==> config.mk <==
export PLATFORM = sky130hd
export DESIGN_NAME = calculator_stream_flat
export DESIGN_NICKNAME = d
export VERILOG_FILES = /design/src/rtl/calculator_stream_if.sv /design/src/rtl/calculator_stream.sv /design/src/flat_wrapper.sv
export SDC_FILE = /design/constraint.sdc
export NUM_CORES = 1
export LEC_CHECK = 0
export BUFFER_PORTS_ARGS = -buffer_cell sky130_fd_sc_hd__buf_2
export CORE_MARGIN = 10
export CORE_UTILIZATION = 50
export CTS_BUF_LIST = sky130_fd_sc_hd__clkbuf_8
export CTS_CLUSTER_DIAMETER = 200
export DETAILED_ROUTE_END_ITERATION = 16
export GPL_TIMING_DRIVEN = 1
export PLACE_DENSITY = 0.77
export SLEW_MARGIN = 10
export SYNTH_ARGS = -nofsm -noshare
export SYNTH_HDL_FRONTEND = slang
export SYNTH_SLANG_ARGS = --single-unit
==> constraint.sdc <==
create_clock -name clk -period 9.05 [get_ports clk]
set_input_delay 1.3575 -clock clk [delete_from_list [all_inputs] [get_ports clk]]
set_output_delay 1.3575 -clock clk [all_outputs]
set_load 0.05 [all_outputs]
==> src/rtl/calculator_stream_if.sv <==
`default_nettype none
// ============================================================================
//  Module   : calculator_stream_if
//  Purpose  : Bundles the instruction-load and result-stream handshakes of
//             calculator_stream.
//  Ports    : master - instruction producer / result consumer
//             slave  - calculator core
//             din/din_valid/din_ready  instruction load handshake
//             start                    early batch launch request
//             result/neg/res_index     result payload
//             res_valid/res_ready      result handshake
//             count/busy               batch status
//  Revision : 1.0 - initial release
// ============================================================================
interface calculator_stream_if #(
   parameter int DATA_W = 8,
   parameter int DEPTH  = 16
);
   localparam int ADDR_W = $clog2(DEPTH);

   logic [2*DATA_W+1:0] din;
   logic                din_valid;
   logic                din_ready;
   logic                start;
   logic [2*DATA_W-1:0] result;
   logic                neg;
   logic [ADDR_W-1:0]   res_index;
   logic                res_valid;
   logic                res_ready;
   logic [ADDR_W:0]     count;
   logic                busy;

   modport master (
      output din, din_valid, start, res_ready,
      input  din_ready, result, neg, res_index, res_valid, count, busy
   );

   modport slave (
      input  din, din_valid, start, res_ready,
      output din_ready, result, neg, res_index, res_valid, count, busy
   );
endinterface
`default_nettype wire

==> src/rtl/calculator_stream.sv <==
`default_nettype none
// ============================================================================
//  Module   : calculator_stream
//  Purpose  : Buffers a batch of up to DEPTH two-operand instructions, then
//             streams one ALU result per slot in slot order.
//  Ports    : clk   - clock, all state changes on rising edge
//             reset - synchronous active-high reset
//             bus   - calculator_stream_if.slave (load, start, result
//                     stream and status signals)
//  Revision : 1.0 - initial release
// ============================================================================
module calculator_stream #(
   parameter int DATA_W = 8,
   parameter int DEPTH  = 16
) (
   input  wire logic             clk,
   input  wire logic             reset,
   calculator_stream_if.slave    bus
);
   localparam int ADDR_W = $clog2(DEPTH);
   localparam int INS_W  = 2*DATA_W + 2;
   localparam int RES_W  = 2*DATA_W;
   localparam logic [ADDR_W:0] C_FULL = (ADDR_W+1)'(DEPTH);

   typedef enum logic [0:0] {
      ST_LOAD = 1'b0,
      ST_EXEC = 1'b1
   } state_t;

   state_t              state_q,     state_d;
   logic [ADDR_W:0]     count_q,     count_d;
   logic [ADDR_W:0]     exec_idx_q,  exec_idx_d;
   logic                res_valid_q, res_valid_d;
   logic [RES_W-1:0]    result_q,    result_d;
   logic                neg_q,       neg_d;
   logic [ADDR_W-1:0]   res_index_q, res_index_d;

   // Instruction buffer: never cleared, each batch overwrites from slot 0.
   logic [INS_W-1:0]    buf_mem [DEPTH];

   logic                w_din_ready;
   logic                w_wr_en;
   logic                w_issue;
   logic [INS_W-1:0]    w_ins;
   logic [RES_W-1:0]    w_a, w_b;
   logic [RES_W-1:0]    w_alu_res;
   logic                w_alu_neg;

   assign w_din_ready = (state_q == ST_LOAD) && (count_q < C_FULL);
   assign w_wr_en     = w_din_ready && bus.din_valid;

   // ALU on the slot currently pointed at by the exec index.
   assign w_ins = buf_mem[exec_idx_q[ADDR_W-1:0]];
   assign w_a   = {{DATA_W{1'b0}}, w_ins[2*DATA_W-1:DATA_W]};
   assign w_b   = {{DATA_W{1'b0}}, w_ins[DATA_W-1:0]};

   always_comb begin
      w_alu_res = '0;
      w_alu_neg = 1'b0;
      case (w_ins[INS_W-1:INS_W-2])
         2'b00: w_alu_res = w_a + w_b;
         2'b01: begin
            w_alu_neg = (w_a < w_b);
            w_alu_res = w_alu_neg ? (w_b - w_a) : (w_a - w_b);
         end
         2'b10: w_alu_res = w_a * w_b;
         default: w_alu_res = w_a & w_b;
      endcase
   end

   assign w_issue = (exec_idx_q < count_q) && (!res_valid_q || bus.res_ready);

   always_comb begin
      state_d     = state_q;
      count_d     = count_q;
      exec_idx_d  = exec_idx_q;
      res_valid_d = res_valid_q;
      result_d    = result_q;
      neg_d       = neg_q;
      res_index_d = res_index_q;
      case (state_q)
         ST_LOAD: begin
            if (w_wr_en) begin
               count_d = count_q + 1'b1;
            end
            // count_d != 0 covers both an already-loaded entry and a
            // same-edge write, so start never launches an empty batch.
            if ((count_d == C_FULL) || (bus.start && (count_d != '0))) begin
               state_d    = ST_EXEC;
               exec_idx_d = '0;
            end
         end
         default: begin
            if (w_issue) begin
               result_d    = w_alu_res;
               neg_d       = w_alu_neg;
               res_index_d = exec_idx_q[ADDR_W-1:0];
               res_valid_d = 1'b1;
               exec_idx_d  = exec_idx_q + 1'b1;
            end else if (res_valid_q && bus.res_ready) begin
               // Final handshake: no slot left to issue.
               res_valid_d = 1'b0;
               state_d     = ST_LOAD;
               count_d     = '0;
               exec_idx_d  = '0;
            end
         end
      endcase
   end

   always_ff @(posedge clk) begin
      if (reset) begin
         state_q     <= ST_LOAD;
         count_q     <= '0;
         exec_idx_q  <= '0;
         res_valid_q <= 1'b0;
         result_q    <= '0;
         neg_q       <= 1'b0;
         res_index_q <= '0;
      end else begin
         state_q     <= state_d;
         count_q     <= count_d;
         exec_idx_q  <= exec_idx_d;
         res_valid_q <= res_valid_d;
         result_q    <= result_d;
         neg_q       <= neg_d;
         res_index_q <= res_index_d;
      end
   end

   always_ff @(posedge clk) begin
      if (w_wr_en && !reset) begin
         buf_mem[count_q[ADDR_W-1:0]] <= bus.din;
      end
   end

   assign bus.din_ready = w_din_ready;
   assign bus.busy      = (state_q == ST_EXEC);
   assign bus.count     = count_q;
   assign bus.res_valid = res_valid_q;
   assign bus.result    = result_q;
   assign bus.neg       = neg_q;
   assign bus.res_index = res_index_q;
endmodule
`default_nettype wire

==> src/flat_wrapper.sv <==
// flat-port wrapper written by rule: the top's interface ports become plain ports
module calculator_stream_flat 
#(
   parameter int DATA_W = 8,
   parameter int DEPTH  = 16
)
  (clk, reset, bus_din, bus_din_valid, bus_start, bus_res_ready, bus_din_ready, bus_result, bus_neg, bus_res_index, bus_res_valid, bus_count, bus_busy);
  calculator_stream_if #(.DATA_W(DATA_W), .DEPTH(DEPTH)) bus_i ();
  input  wire logic clk;
  input  wire logic reset;
  input wire logic [$bits(bus_i.din)-1:0] bus_din;
  input wire logic [$bits(bus_i.din_valid)-1:0] bus_din_valid;
  input wire logic [$bits(bus_i.start)-1:0] bus_start;
  input wire logic [$bits(bus_i.res_ready)-1:0] bus_res_ready;
  output wire logic [$bits(bus_i.din_ready)-1:0] bus_din_ready;
  output wire logic [$bits(bus_i.result)-1:0] bus_result;
  output wire logic [$bits(bus_i.neg)-1:0] bus_neg;
  output wire logic [$bits(bus_i.res_index)-1:0] bus_res_index;
  output wire logic [$bits(bus_i.res_valid)-1:0] bus_res_valid;
  output wire logic [$bits(bus_i.count)-1:0] bus_count;
  output wire logic [$bits(bus_i.busy)-1:0] bus_busy;
  assign bus_i.din = bus_din;
  assign bus_i.din_valid = bus_din_valid;
  assign bus_i.start = bus_start;
  assign bus_i.res_ready = bus_res_ready;
  assign bus_din_ready = bus_i.din_ready;
  assign bus_result = bus_i.result;
  assign bus_neg = bus_i.neg;
  assign bus_res_index = bus_i.res_index;
  assign bus_res_valid = bus_i.res_valid;
  assign bus_count = bus_i.count;
  assign bus_busy = bus_i.busy;
  calculator_stream #(.DATA_W(DATA_W), .DEPTH(DEPTH)) u_core (.clk(clk), .reset(reset), .bus(bus_i));
endmodule
==> results of run 1 <==
critical path, stage by stage (launching register included):
cell	delay (ps)
sky130_fd_sc_hd__dfxtp_4	930
sky130_fd_sc_hd__buf_4	470
sky130_fd_sc_hd__mux4_2	540
sky130_fd_sc_hd__mux4_2	600
sky130_fd_sc_hd__inv_1	210
sky130_fd_sc_hd__nor2_1	100
sky130_fd_sc_hd__fa_1	560
sky130_fd_sc_hd__fa_1	440
sky130_fd_sc_hd__fa_1	500
sky130_fd_sc_hd__inv_1	50
sky130_fd_sc_hd__fa_1	470
sky130_fd_sc_hd__inv_1	40
sky130_fd_sc_hd__ha_1	220
sky130_fd_sc_hd__or3_1	350
sky130_fd_sc_hd__a2111oi_0	560
sky130_fd_sc_hd__o31ai_1	170
sky130_fd_sc_hd__a21oi_1	200
sky130_fd_sc_hd__xnor2_1	140
sky130_fd_sc_hd__a21oi_1	80
sky130_fd_sc_hd__a211oi_1	220
layer usage:
metal | global-route usage [%] | vias to the layer above
met4 | 6.86 | 4
met2 | 29.6 | 329
li1 | - | 4079
met5 | 0 | -
met3 | 3.68 | 85
met1 | 24.5 | 4590
where the power goes:
part           total [mW]  leakage, nW  internal (mW)  switching, mW
clock                1.13        0.545          0.573          0.557
sequential           1.66         2.89           1.65         0.0172
combinational       0.880         2.87          0.356          0.524
cells in the mapped netlist (4+ instances only):
master / instances / area, um^2
sky130_fd_sc_hd__edfxtp_1: 288 / 8650
sky130_fd_sc_hd__mux4_2: 90 / 2030
sky130_fd_sc_hd__inv_1: 89 / 334
sky130_fd_sc_hd__nor2_1: 74 / 278
sky130_fd_sc_hd__ha_1: 69 / 863
sky130_fd_sc_hd__nand2_1: 55 / 206
sky130_fd_sc_hd__fa_1: 39 / 781
sky130_fd_sc_hd__dfxtp_1: 37 / 741
sky130_fd_sc_hd__a21oi_1: 36 / 180
sky130_fd_sc_hd__o21ai_0: 28 / 140
sky130_fd_sc_hd__clkbuf_1: 22 / 82.6
sky130_fd_sc_hd__xnor2_1: 17 / 149
sky130_fd_sc_hd__nand3_1: 15 / 75.1
sky130_fd_sc_hd__buf_2: 13 / 65.1
sky130_fd_sc_hd__and2_1: 12 / 75.1
sky130_fd_sc_hd__nor3_1: 12 / 60.1
sky130_fd_sc_hd__a21o_1: 11 / 82.6
sky130_fd_sc_hd__mux2i_1: 11 / 110
sky130_fd_sc_hd__a31oi_1: 10 / 62.6
sky130_fd_sc_hd__and3_1: 8 / 50.1
sky130_fd_sc_hd__o211ai_1: 7 / 52.6
sky130_fd_sc_hd__nor4_1: 6 / 37.5
sky130_fd_sc_hd__a211oi_1: 5 / 37.5
sky130_fd_sc_hd__nand2b_1: 5 / 31.3
sky130_fd_sc_hd__or3_1: 5 / 31.3
sky130_fd_sc_hd__a311oi_1: 4 / 35.0
sky130_fd_sc_hd__nor2b_1: 4 / 25.0
stage by stage:
stage          instance area [um^2]  utilization [%]
3_3_place_gp                  16500             53.5
6_report                      17400             56.5
4_1_cts                       17400             56.5
2_1_floorplan                 15700                -
3_5_place_dp                  16500             53.5
5_1_grt                       17400             56.5
kinds of logic (layout without fill, tap and decap cells):
| family | after synthesis | count (layout) | share of synthesized area [%] |
|---|---|---|---|
| multiplexers | 103 | 103 | 13.7 |
| XOR/XNOR | 18 | 18 | 1.00 |
| AO/OA/AOI/OAI | 136 | 136 | 5.73 |
| buffers and inverters | 131 | 254 | 3.32 |
| AND/OR/NAND/NOR | 206 | 206 | 6.09 |
| adder cells (fa/ha/maj) | 108 | 108 | 10.4 |
| other | 0 | 2 | 0 |
| flip-flops | 325 | 325 | 59.7 |
state kept, by name, summed over array words and instances, names as in the netlist, named ones only:
register,count
u_core.buf_mem,288
u_core.bus.busy,1
u_core.bus.res_valid,1
u_core.bus.count,5
u_core.exec_idx_q,5
u_core.bus.neg,1
u_core.bus.res_index,4
u_core.bus.result,16
cell type report:
class	instances	share of cell area [%]
multi-input combinational	571	33.5
clock inverter	37	1.14
timing repair buffer	73	2.41
antenna	2	0.0287
sequential	325	53.9
inverter	91	1.96
tap	396	2.84
clock buffer	53	4.19
how the worst max path moves through the flow:
stage | slack (ps) | startpoint | endpoint
2_1_floorplan | 2620 | flop | u_core.bus.result[12]
3_5_place_dp | 1990 | flop | u_core.bus.result[12]
4_1_cts | 1960 | flop | u_core.bus.result[12]
3_3_place_gp | 2040 | flop | u_core.bus.result[12]
5_1_grt | 1380 | flop | u_core.bus.result[12]
6_report | 2010 | flop | u_core.bus.result[12]
==> impl_results.html, run 1 <==
<table>
<tr><th>Metric</th><th>Value</th></tr>
<tr><th colspan="2">STA</th></tr>
<tr><td>Final-report setup violation count</td><td>0</td></tr>
<tr><td>Slew at the pin closest to its max-slew limit</td><td>987 ps</td></tr>
<tr><td>Final critical-path setup slack</td><td>2010 ps</td></tr>
<tr><td>Final Cycle Share</td><td>77.7%</td></tr>
<tr><td>Highest clock frequency the design can meet</td><td>142 MHz</td></tr>
<tr><td>Final count of pins violating max slew</td><td>0</td></tr>
<tr><td>RSZ-0062 raised after global routing</td><td>false</td></tr>
<tr><td>Final hold viol count</td><td>0</td></tr>
<tr><td>Final sum of negative setup slack</td><td>0 ps</td></tr>
<tr><td>Worst Skew</td><td>17.5 ps</td></tr>
<tr><td>Normalized max-slew margin</td><td>34.1%</td></tr>
<tr><td>Worst Hold Slack</td><td>450 ps</td></tr>
<tr><td>Period minus WS final</td><td>7040 ps</td></tr>
<tr><th colspan="2">Floorplan</th></tr>
<tr><td>Chip width</td><td>197 um</td></tr>
<tr><td>Chip height</td><td>197 um</td></tr>
<tr><td>Initial core utilization</td><td>51.0%</td></tr>
<tr><td>IO Count</td><td>52</td></tr>
<tr><td>Core outline area</td><td>0.0308 mm^2</td></tr>
<tr><td>Rows</td><td>64</td></tr>
<tr><td>Full die area</td><td>0.0390 mm^2</td></tr>
<tr><th colspan="2">Critical path</th></tr>
<tr><td>Worst Path Required</td><td>9550 ps</td></tr>
<tr><td>Startpoint type of the worst setup path</td><td>flop</td></tr>
<tr><td>Arrival time worst endpoint</td><td>7530 ps</td></tr>
<tr><td>Setup CP Type</td><td>reg2reg</td></tr>
<tr><td>Worst-path fanout max</td><td>47</td></tr>
<tr><td>FF-to-FF End</td><td>u_core.bus.result[12]</td></tr>
<tr><td>Register-to-Register Path Depth</td><td>19</td></tr>
<tr><td>Worst-case register-to-register setup slack</td><td>2010 ps</td></tr>
<tr><td>Setup crit end kind</td><td>flop</td></tr>
<tr><th colspan="2">Synthesis</th></tr>
<tr><td>Synth warnings</td><td>0</td></tr>
<tr><td>Syn Nets</td><td>1158</td></tr>
<tr><td>Average footprint of a synthesized cell</td><td>15.3 um^2</td></tr>
<tr><td>Count of state elements after synthesis</td><td>325</td></tr>
<tr><td>Number of enable-type register cells in the synthesized netlist</td><td>288</td></tr>
<tr><td>Share of the yosys chip area belonging to registers</td><td>59.7%</td></tr>
<tr><td>FFs w/ async S/R, synth</td><td>0%</td></tr>
<tr><td>Synthesized instance count</td><td>1027</td></tr>
<tr><td>Most common flop cell mapped by yosys</td><td>sky130_fd_sc_hd__edfxtp_1</td></tr>
<tr><td>Synth cell types</td><td>62</td></tr>
<tr><td>Netlist area before placement</td><td>0.0157 mm^2</td></tr>
<tr><th colspan="2">Placed design</th></tr>
<tr><td>Post-Place Cells</td><td>1456</td></tr>
<tr><td>Worst setup timing slack at the placement stage</td><td>1990 ps</td></tr>
<tr><td>Number of buffers added on ports</td><td>51</td></tr>
<tr><td>Placer congestion estimate</td><td>0.900</td></tr>
<tr><td>Detail Placement HPWL</td><td>22700 um</td></tr>
<tr><th colspan="2">Layout</th></tr>
<tr><td>Most frequent cells in the layout</td><td>sky130_fd_sc_hd__edfxtp_1 (288), sky130_fd_sc_hd__inv_1 (106), sky130_fd_sc_hd__mux4_2 (90)</td></tr>
<tr><td>Fraction of layout cells with a size suffix above 1</td><td>21.5%</td></tr>
<tr><td>Fillcell total</td><td>2371</td></tr>
<tr><td>Multi-input logic area</td><td>0.00584 mm^2</td></tr>
<tr><td>Total area of sequential cells</td><td>0.00940 mm^2</td></tr>
<tr><td>Final nets</td><td>1244</td></tr>
<tr><td>Most frequent standard cell in the layout excluding fill and tap cells</td><td>sky130_fd_sc_hd__edfxtp_1</td></tr>
<tr><td>Area growth from synthesis to layout</td><td>10.8%</td></tr>
<tr><td>Final non-filler cell total</td><td>1548</td></tr>
<tr><th colspan="2">CTS</th></tr>
<tr><td>Clock Latency Late Sink</td><td>580 ps</td></tr>
<tr><td>Quantity of gates resized following cts</td><td>0</td></tr>
<tr><td>Clock tree from TritonCTS</td><td>done</td></tr>
<tr><td>Clock Tree Root</td><td>sky130_fd_sc_hd__clkbuf_8</td></tr>
<tr><td>Number of sinks handled by clock tree synthesis</td><td>325</td></tr>
<tr><td>Max H-tree Level</td><td>2</td></tr>
<tr><td>Inserted Clock Buffers</td><td>51</td></tr>
<tr><td>Hold buffer count at CTS</td><td>0</td></tr>
<tr><td>Clock-pin slew reported for the worst setup and hold paths after clock tree synthesis</td><td>60 ps</td></tr>
<tr><td>Setup repair bufs after CTS</td><td>0</td></tr>
<tr><td>Buffers from clock root to sink, at most</td><td>3</td></tr>
<tr><th colspan="2">Global routing</th></tr>
<tr><td>Aggregate global-route resource usage</td><td>18.4%</td></tr>
<tr><td>Initial antenna violation count</td><td>4</td></tr>
<tr><td>Vias in the first global route</td><td>9342</td></tr>
<tr><td>Final global-route overflow total</td><td>0</td></tr>
<tr><td>Pin count of the biggest net entering global routing</td><td>50</td></tr>
<tr><td>First-pass GRT wire length</td><td>54900 um</td></tr>
<tr><th colspan="2">Drt</th></tr>
<tr><td>Average vias per placed instance</td><td>5.87</td></tr>
<tr><td>Top Layer Used</td><td>met5</td></tr>
<tr><td>Length of routed wiring on met1</td><td>15200 um</td></tr>
<tr><td>DR vias</td><td>9087</td></tr>
<tr><td>Detailed-routed wire length on met3</td><td>2340 um</td></tr>
<tr><td>Post-route antenna net violation count</td><td>0</td></tr>
<tr><td>Detailed-route wire length</td><td>35600 um</td></tr>
<tr><td>Count of unresolved DRC violations after routing</td><td>0</td></tr>
<tr><td>Total length of routed met2 wires</td><td>17100 um</td></tr>
<tr><td>Iteration-0 DRC count of the detailed router</td><td>759</td></tr>
<tr><td>DR pass1 iterations</td><td>5</td></tr>
<tr><td>Post-detailed-route wirelength per cell</td><td>23.0 um</td></tr>
<tr><th colspan="2">Power</th></tr>
<tr><td>Worst IR Drop VDD</td><td>160 uV</td></tr>
<tr><td>Leakage component of the power</td><td>6.31 nW</td></tr>
<tr><td>Power density of the placed cells</td><td>211 mW/mm^2</td></tr>
<tr><td>Total power</td><td>3.68 mW</td></tr>
<tr><th colspan="2">Job</th></tr>
<tr><td>Reported max-cap violation count</td><td>0</td></tr>
<tr><th colspan="2">Min path</th></tr>
<tr><td>Endpoint of the worst hold-timing path</td><td>u_core.bus.res_index[2]</td></tr>
<tr><td>Hold WC Path Type</td><td>reg2reg</td></tr>
<tr><td>Worst min-delay path startpoint</td><td>u_core.bus.res_index[2]</td></tr>
<tr><td>Hold Crit Depth</td><td>2</td></tr>
<tr><th colspan="2">Outcome</th></tr>
<tr><td>Status</td><td>completed</td></tr>
</table>
Note: power is estimated with default switching activity, not from simulation.
==> inputs of run 2 (changes only) <==
- PLACE_DENSITY: 0.77 -> 0.8
- clock period: 9.05 -> 6.1 ns (I/O delays scaled with it)
==> run 2 against run 1 <==
Non-clock buffer count up 30. Sequential power is 48% higher. Power increased by 54%. Count of clock-buffer cells in the layout grew 2. Hold slack better by 3.0 ps. Highest routed layer unchanged. Register-to-register slack got worse by 1800 ps. Clock skew is 3.5 ps higher. Final cell count grew 1.9%.
==> impl_results.html, run 2 (synthesized netlist as in run 1, its figures left out) <==
<table>
<tr><th>Metric</th><th>Value</th></tr>
<tr><th colspan="2">Outcome</th></tr>
<tr><td>Status</td><td>completed</td></tr>
<tr><th colspan="2">Power</th></tr>
<tr><td>Combinational share of power</td><td>24.6%</td></tr>
<tr><td>Cell Int Power</td><td>3.99 mW</td></tr>
<tr><td>Leakage component of the power</td><td>6.50 nW</td></tr>
<tr><td>Proportion of power drawn by flip-flops and latches</td><td>43.4%</td></tr>
<tr><td>Power density of the placed cells</td><td>317 mW/mm^2</td></tr>
<tr><td>Worst IR Drop VDD</td><td>227 uV</td></tr>
<tr><td>Switching component of the power</td><td>1.67 mW</td></tr>
<tr><td>Total power</td><td>5.66 mW</td></tr>
<tr><td>Part of the power in the clock network</td><td>32.0%</td></tr>
<tr><td>Share of total power consumed by net switching</td><td>29.6%</td></tr>
<tr><th colspan="2">STA</th></tr>
<tr><td>Worst Hold Slack</td><td>453 ps</td></tr>
<tr><td>Normalized max-slew margin</td><td>48.1%</td></tr>
<tr><td>Period minus WS final</td><td>5860 ps</td></tr>
<tr><td>Worst Skew</td><td>21.0 ps</td></tr>
<tr><td>Final-report setup violation count</td><td>0</td></tr>
<tr><td>Final Cycle Share</td><td>96.1%</td></tr>
<tr><td>Highest clock frequency the design can meet</td><td>171 MHz</td></tr>
<tr><td>Final hold viol count</td><td>0</td></tr>
<tr><td>Slew at the pin closest to its max-slew limit</td><td>778 ps</td></tr>
<tr><td>Final count of pins violating max slew</td><td>0</td></tr>
<tr><th colspan="2">Floorplan</th></tr>
<tr><td>Initial core utilization</td><td>51.0%</td></tr>
<tr><td>Core outline area</td><td>0.0308 mm^2</td></tr>
<tr><td>Full die area</td><td>0.0390 mm^2</td></tr>
<tr><td>Rows</td><td>64</td></tr>
<tr><td>Chip width</td><td>197 um</td></tr>
<tr><td>Chip height</td><td>197 um</td></tr>
<tr><td>IO Count</td><td>52</td></tr>
<tr><th colspan="2">CTS</th></tr>
<tr><td>Buffers from clock root to sink, at most</td><td>3</td></tr>
<tr><td>Clock-pin slew reported for the worst setup and hold paths after clock tree synthesis</td><td>60 ps</td></tr>
<tr><td>Max H-tree Level</td><td>2</td></tr>
<tr><td>Inserted Clock Buffers</td><td>51</td></tr>
<tr><td>Clock Latency Late Sink</td><td>590 ps</td></tr>
<tr><td>Hold buffer count at CTS</td><td>0</td></tr>
<tr><td>Clock tree from TritonCTS</td><td>done</td></tr>
<tr><td>Clock Tree Root</td><td>sky130_fd_sc_hd__clkbuf_8</td></tr>
<tr><td>Number of sinks handled by clock tree synthesis</td><td>325</td></tr>
<tr><th colspan="2">Critical path</th></tr>
<tr><td>Worst-case register-to-register setup slack</td><td>240 ps</td></tr>
<tr><td>Arrival time worst endpoint</td><td>6330 ps</td></tr>
<tr><td>Worst Path Required</td><td>6570 ps</td></tr>
<tr><td>Startpoint type of the worst setup path</td><td>flop</td></tr>
<tr><td>Setup CP Type</td><td>reg2reg</td></tr>
<tr><td>Setup crit end kind</td><td>flop</td></tr>
<tr><td>FF-to-FF End</td><td>u_core.bus.result[14]</td></tr>
<tr><td>Register-to-Register Path Depth</td><td>21</td></tr>
<tr><td>Worst setup path endpoint</td><td>u_core.bus.result[14]</td></tr>
<tr><td>Worst-path fanout max</td><td>13</td></tr>
<tr><th colspan="2">Drt</th></tr>
<tr><td>Iteration-0 DRC count of the detailed router</td><td>877</td></tr>
<tr><td>Count of unresolved DRC violations after routing</td><td>0</td></tr>
<tr><td>Post-detailed-route wirelength per cell</td><td>23.1 um</td></tr>
<tr><td>DR vias</td><td>9242</td></tr>
<tr><td>Post-route antenna net violation count</td><td>0</td></tr>
<tr><td>Detailed-route wire length</td><td>36500 um</td></tr>
<tr><td>DR pass1 iterations</td><td>6</td></tr>
<tr><td>Average vias per placed instance</td><td>5.86</td></tr>
<tr><th colspan="2">Layout</th></tr>
<tr><td>Most frequent standard cell in the layout excluding fill and tap cells</td><td>sky130_fd_sc_hd__edfxtp_1</td></tr>
<tr><td>Fillcell total</td><td>2271</td></tr>
<tr><td>Most frequent cells in the layout</td><td>sky130_fd_sc_hd__edfxtp_1 (288), sky130_fd_sc_hd__inv_1 (99), sky130_fd_sc_hd__mux4_2 (90)</td></tr>
<tr><td>Flip-flop count of the largest register after layout</td><td>288</td></tr>
<tr><td>Final nets</td><td>1274</td></tr>
<tr><td>Area growth from synthesis to layout</td><td>13.4%</td></tr>
<tr><td>Fraction of layout cells with a size suffix above 1</td><td>24.0%</td></tr>
<tr><th colspan="2">Placed design</th></tr>
<tr><td>Detail Placement HPWL</td><td>23900 um</td></tr>
<tr><td>Placer congestion estimate</td><td>0.923</td></tr>
<tr><td>Number of buffers added on ports</td><td>51</td></tr>
<tr><th colspan="2">Job</th></tr>
<tr><td>Reported max-cap violation count</td><td>0</td></tr>
<tr><th colspan="2">Global routing</th></tr>
<tr><td>Aggregate global-route resource usage</td><td>18.6%</td></tr>
<tr><td>Initial antenna violation count</td><td>2</td></tr>
<tr><td>Final global-route overflow total</td><td>0</td></tr>
<tr><td>Pin count of the biggest net entering global routing</td><td>32</td></tr>
<tr><td>Vias in the first global route</td><td>9435</td></tr>
<tr><td>First-pass GRT wire length</td><td>55400 um</td></tr>
<tr><th colspan="2">Min path</th></tr>
<tr><td>Hold WC Path Type</td><td>reg2reg</td></tr>
</table>
-- run 2: cell types whose count changed in the layout (fill, tap and decap cells not counted), moves of 2 or more --
cell,delta
sky130_fd_sc_hd__inv_1,-7
sky130_fd_sc_hd__clkinv_2,-5
sky130_fd_sc_hd__clkbuf_8,+2
sky130_fd_sc_hd__buf_12,+6
sky130_fd_sc_hd__inv_2,+2
sky130_fd_sc_hd__buf_4,+22
sky130_fd_sc_hd__bufinv_16,+2
sky130_fd_sc_hd__clkinv_1,+4
-- run 2: worst min-delay path by stage --
| stage | startpoint | end | cells after the start | slack, ps |
|---|---|---|---|---|
| 2_1_floorplan | u_core.exec_idx_q[0] | u_core.bus.res_index[0] | 2 | 470 |
| 3_3_place_gp | u_core.bus.result[6] | u_core.bus.result[6] | 2 | 440 |
| 3_5_place_dp | u_core.bus.res_index[2] | u_core.bus.res_index[2] | 2 | 450 |
| 4_1_cts | u_core.bus.res_index[2] | u_core.bus.res_index[2] | 2 | 460 |
| 5_1_grt | u_core.bus.neg | u_core.bus.neg | 2 | 480 |
| 6_report | u_core.bus.res_index[2] | u_core.bus.res_index[2] | 2 | 450 |
-- run 2: power by group through the flow --
stage          clock network (mW)  registers (mW)  logic [mW]
2_1_floorplan                   0            2.53       0.970
3_3_place_gp                    0            2.50        1.31
3_5_place_dp                    0            2.51        1.34
4_1_cts                      1.85            2.46        1.35
5_1_grt                      1.95            2.46        1.55
6_report                     1.81            2.46        1.39
-- run 2: area by class of cell --
type	instances	area (um^2)	area share [%]
clock buffers	55	757	4.24
flip-flops and latches	325	9400	52.6
multi-input cells	571	5860	32.8
well taps	396	495	2.78
clock inverters	35	246	1.38
inverters	91	342	1.91
diodes	2	5.00	0.0280
repair buffers	103	744	4.17
-- run 2: routing by layer --
layer	vias up	part of all wire, %	global-route usage [%]
met5	-	0.019	0
met1	4665	40	23.2
li1	4144	-	-
met2	366	51	31.5
met4	2	2.5	6.78
met3	65	7.2	3.94
-- run 2: critical path, stage by stage (launching register included) --
cell and delay [ps]:
sky130_fd_sc_hd__dfxtp_4 430, sky130_fd_sc_hd__buf_12 170, sky130_fd_sc_hd__buf_16 160, sky130_fd_sc_hd__mux4_2 520, sky130_fd_sc_hd__mux4_2 570, sky130_fd_sc_hd__inv_2 110
sky130_fd_sc_hd__nor2_1 60, sky130_fd_sc_hd__fa_1 420, sky130_fd_sc_hd__inv_1 90, sky130_fd_sc_hd__fa_1 440, sky130_fd_sc_hd__fa_1 480, sky130_fd_sc_hd__fa_1 540
sky130_fd_sc_hd__inv_1 40, sky130_fd_sc_hd__ha_1 350, sky130_fd_sc_hd__and3_4 220, sky130_fd_sc_hd__a2111oi_4 380, sky130_fd_sc_hd__buf_4 180, sky130_fd_sc_hd__nor2_1 50
sky130_fd_sc_hd__a21oi_1 180, sky130_fd_sc_hd__xnor2_1 90, sky130_fd_sc_hd__a22oi_1 150, sky130_fd_sc_hd__o21ai_0 90
-- run 2: timing repair --
| action | CTS | global route |
|---|---|---|
| resized for setup | 0 | 10 |
| endpoints found under the setup margin | 0 | 4 |
| buffers inserted | 0 | 3 |
-- run 2: per-stage QoR --
stage                     area, um^2  util [%]  worst slack [ps]  TNS, ps  std cells
after floorplan                15800         -              9.67        0       1027
after global placement         16800      54.4               234        0       1483
after detailed placement       16800      54.4               130        0       1483
after CTS                      17800      57.7               120        0       1573
after global routing           17800      57.9             -8.03    -15.6       1577
final                          17800      57.9               239        0       1578
==> inputs of run 3 (changes only) <==
- CORE_UTILIZATION: 50 -> 58
- PLACE_DENSITY: 0.8 -> 0.89
- RECOVER_POWER: unset -> 50
==> run 3 against run 2 <==
The flow now finishes with violations (max-capacitance violations, max-slew violations). Count of clock-buffer cells in the layout decreased by 6. Flip-flop and latch count unchanged. Worst setup slack got worse by 45 ps. Hold slack improved by 6.7 ps. First-iteration DRC count increased by 29%. Register-to-register slack got worse by 50 ps. Power decreased by 4.8%. Critical endpoint is now u_core.bus.result[12]. Largest cell class unchanged. Largest power group unchanged.
==> impl_results.html, run 3 (synthesized netlist as in run 1, its figures left out) <==
<table>
<tr><th>Metric</th><th>Value</th></tr>
<tr><th colspan="2">Outcome</th></tr>
<tr><td>Status</td><td>finished with violations</td></tr>
<tr><td>Violated checks</td><td>max-capacitance violations, max-slew violations</td></tr>
<tr><th colspan="2">Drt</th></tr>
<tr><td>Post-detailed-route wirelength per cell</td><td>24.7 um</td></tr>
<tr><td>Average vias per placed instance</td><td>6.31</td></tr>
<tr><td>Post-route antenna net violation count</td><td>0</td></tr>
<tr><td>DR pass1 iterations</td><td>6</td></tr>
<tr><td>Count of unresolved DRC violations after routing</td><td>0</td></tr>
<tr><td>Iteration-0 DRC count of the detailed router</td><td>1135</td></tr>
<tr><td>DR vias</td><td>9625</td></tr>
<tr><td>Detailed-route wire length</td><td>37600 um</td></tr>
<tr><th colspan="2">Global routing</th></tr>
<tr><td>First-pass GRT wire length</td><td>56600 um</td></tr>
<tr><td>Initial antenna violation count</td><td>2</td></tr>
<tr><td>Pin count of the biggest net entering global routing</td><td>43</td></tr>
<tr><td>Final global-route overflow total</td><td>0</td></tr>
<tr><td>Aggregate global-route resource usage</td><td>21.9%</td></tr>
<tr><td>Vias in the first global route</td><td>9738</td></tr>
<tr><th colspan="2">Layout</th></tr>
<tr><td>Area growth from synthesis to layout</td><td>12.3%</td></tr>
<tr><td>Flip-flop count of the largest register after layout</td><td>288</td></tr>
<tr><td>Final core occ</td><td>65.9%</td></tr>
<tr><td>Fraction of layout cells with a size suffix above 1</td><td>21.1%</td></tr>
<tr><td>Most frequent standard cell in the layout excluding fill and tap cells</td><td>sky130_fd_sc_hd__edfxtp_1</td></tr>
<tr><td>Final nets</td><td>1290</td></tr>
<tr><td>Most frequent cells in the layout</td><td>sky130_fd_sc_hd__edfxtp_1 (288), sky130_fd_sc_hd__inv_1 (95), sky130_fd_sc_hd__mux4_2 (90)</td></tr>
<tr><td>Final non-filler cell total</td><td>1526</td></tr>
<tr><th colspan="2">STA</th></tr>
<tr><td>Final sum of negative setup slack</td><td>0 ps</td></tr>
<tr><td>Final-report setup violation count</td><td>0</td></tr>
<tr><td>Period minus WS final</td><td>5910 ps</td></tr>
<tr><td>Final Cycle Share</td><td>96.8%</td></tr>
<tr><td>Worst Skew</td><td>32.9 ps</td></tr>
<tr><td>Final hold viol count</td><td>0</td></tr>
<tr><td>Worst Hold Slack</td><td>460 ps</td></tr>
<tr><td>Normalized max-slew margin</td><td>-15.1%</td></tr>
<tr><td>Highest clock frequency the design can meet</td><td>169 MHz</td></tr>
<tr><td>Slew at the pin closest to its max-slew limit</td><td>1730 ps</td></tr>
<tr><td>Final count of pins violating max slew</td><td>38</td></tr>
<tr><th colspan="2">Power</th></tr>
<tr><td>Proportion of power drawn by flip-flops and latches</td><td>45.7%</td></tr>
<tr><td>Switching component of the power</td><td>1.62 mW</td></tr>
<tr><td>Part of the power in the clock network</td><td>28.1%</td></tr>
<tr><td>Total power</td><td>5.39 mW</td></tr>
<tr><td>Share of total power consumed by net switching</td><td>30.1%</td></tr>
<tr><td>Combinational share of power</td><td>26.3%</td></tr>
<tr><td>Power density of the placed cells</td><td>305 mW/mm^2</td></tr>
<tr><td>Worst IR Drop VDD</td><td>234 uV</td></tr>
<tr><td>Leakage component of the power</td><td>6.34 nW</td></tr>
<tr><td>Cell Int Power</td><td>3.77 mW</td></tr>
<tr><th colspan="2">CTS</th></tr>
<tr><td>Clock tree from TritonCTS</td><td>done</td></tr>
<tr><td>Clock Latency Late Sink</td><td>580 ps</td></tr>
<tr><td>Buffers from clock root to sink, at most</td><td>3</td></tr>
<tr><td>Max H-tree Level</td><td>2</td></tr>
<tr><td>Inserted Clock Buffers</td><td>49</td></tr>
<tr><td>Clock Tree Root</td><td>sky130_fd_sc_hd__clkbuf_8</td></tr>
<tr><td>Clock-pin slew reported for the worst setup and hold paths after clock tree synthesis</td><td>60 ps</td></tr>
<tr><td>Number of sinks handled by clock tree synthesis</td><td>325</td></tr>
<tr><td>Hold buffer count at CTS</td><td>0</td></tr>
<tr><th colspan="2">Floorplan</th></tr>
<tr><td>Initial core utilization</td><td>58.7%</td></tr>
<tr><td>Full die area</td><td>0.0341 mm^2</td></tr>
<tr><td>Chip width</td><td>185 um</td></tr>
<tr><td>Rows</td><td>60</td></tr>
<tr><td>Core outline area</td><td>0.0268 mm^2</td></tr>
<tr><td>IO Count</td><td>52</td></tr>
<tr><td>Chip height</td><td>185 um</td></tr>
<tr><th colspan="2">Min path</th></tr>
<tr><td>Hold WC Path Type</td><td>reg2reg</td></tr>
<tr><th colspan="2">Placed design</th></tr>
<tr><td>Detail Placement HPWL</td><td>24300 um</td></tr>
<tr><td>Placer congestion estimate</td><td>0.925</td></tr>
<tr><td>Number of buffers added on ports</td><td>51</td></tr>
<tr><td>Post-Place Cells</td><td>1432</td></tr>
<tr><th colspan="2">Critical path</th></tr>
<tr><td>Worst-path fanout max</td><td>8</td></tr>
<tr><td>Worst Path Required</td><td>6590 ps</td></tr>
<tr><td>Arrival time worst endpoint</td><td>6400 ps</td></tr>
<tr><td>Startpoint type of the worst setup path</td><td>flop</td></tr>
<tr><td>Setup crit end kind</td><td>flop</td></tr>
<tr><td>Setup CP Type</td><td>reg2reg</td></tr>
<tr><th colspan="2">Job</th></tr>
<tr><td>Reported max-cap violation count</td><td>2</td></tr>
</table>
[run 3: changes by cell type in the layout (fill, tap and decap cells not counted), sizes merged]
cell	previous run	this run
buf	103	79
bufinv	3	0
clkbuf	55	91
clkinv	18	16
diode	2	1
inv	105	102
[run 3: path summary, 6_finish.rpt]
| path | from | end | slack (ps) | depth (start not counted) |
|---|---|---|---|---|
| max | flop | u_core.bus.result[12] | 190 | 19 |
| min | u_core.bus.res_index[3] | u_core.bus.res_index[3] | 460 | 2 |
| max reg2reg | flop | u_core.bus.result[12] | 190 | 19 |
| min reg2reg | u_core.bus.res_index[3] | u_core.bus.res_index[3] | 460 | 2 |
[run 3: layer usage]
metal	up-vias	global-route usage (%)	wire length (um)
met5	-	0	7
met4	2	9.14	1600
met3	132	4.49	3530
met2	607	37.2	18900
met1	4721	26.9	13600
li1	4163	-	-
[run 3: power by group through the flow]
stage	sequential (mW)	clock (mW)	combinational [mW]
final	2.46	1.51	1.42
after global routing	2.46	1.64	1.58
after CTS	2.46	1.54	1.35
after detailed placement	2.51	0	1.33
after global placement	2.50	0	1.29
after floorplan	2.53	0	0.970
[run 3: through the flow]
step / setup slack (ps) / cell area [um^2]
after floorplan: 9.67 / 15800
after global placement: 205 / 16700
after detailed placement: 20.4 / 16700
after CTS: 55.4 / 17500
after global routing: -43.6 / 17700
final: 194 / 17700
[run 3: worst max-delay path, stage by stage (launching register included)]
cell and delay [ps]:
sky130_fd_sc_hd__dfxtp_4 440, sky130_fd_sc_hd__buf_12 170, sky130_fd_sc_hd__mux4_2 510, sky130_fd_sc_hd__mux4_2 520, sky130_fd_sc_hd__buf_4 180, sky130_fd_sc_hd__ha_1 280, sky130_fd_sc_hd__fa_1 530, sky130_fd_sc_hd__fa_1 520
sky130_fd_sc_hd__fa_1 490, sky130_fd_sc_hd__inv_1 50, sky130_fd_sc_hd__fa_1 470, sky130_fd_sc_hd__inv_1 40, sky130_fd_sc_hd__ha_1 220, sky130_fd_sc_hd__or3_1 400, sky130_fd_sc_hd__a2111oi_4 260, sky130_fd_sc_hd__o31ai_1 120
sky130_fd_sc_hd__a21oi_1 190, sky130_fd_sc_hd__xnor2_1 130, sky130_fd_sc_hd__a21oi_1 80, sky130_fd_sc_hd__a211oi_1 220
[run 3: repair_timing]
item                       in CTS  in global routing
gates cloned                    0                  1
pin swaps                       0                  2
setup endpoints to repair       1                  5
setup buffers                   0                 16
resized for setup               1                 11
[run 3: layout make-up]
| cell class | count | area (um^2) |
|---|---|---|
| sequential | 325 | 9390 |
| fill | 1767 | 9130 |
| tap | 341 | 427 |
| clock inverter | 27 | 126 |
| antenna | 1 | 2.50 |
| timing repair buffer | 121 | 841 |
| clock buffer | 49 | 674 |
| inverter | 91 | 342 |
| multi-input combinational | 571 | 5870 |
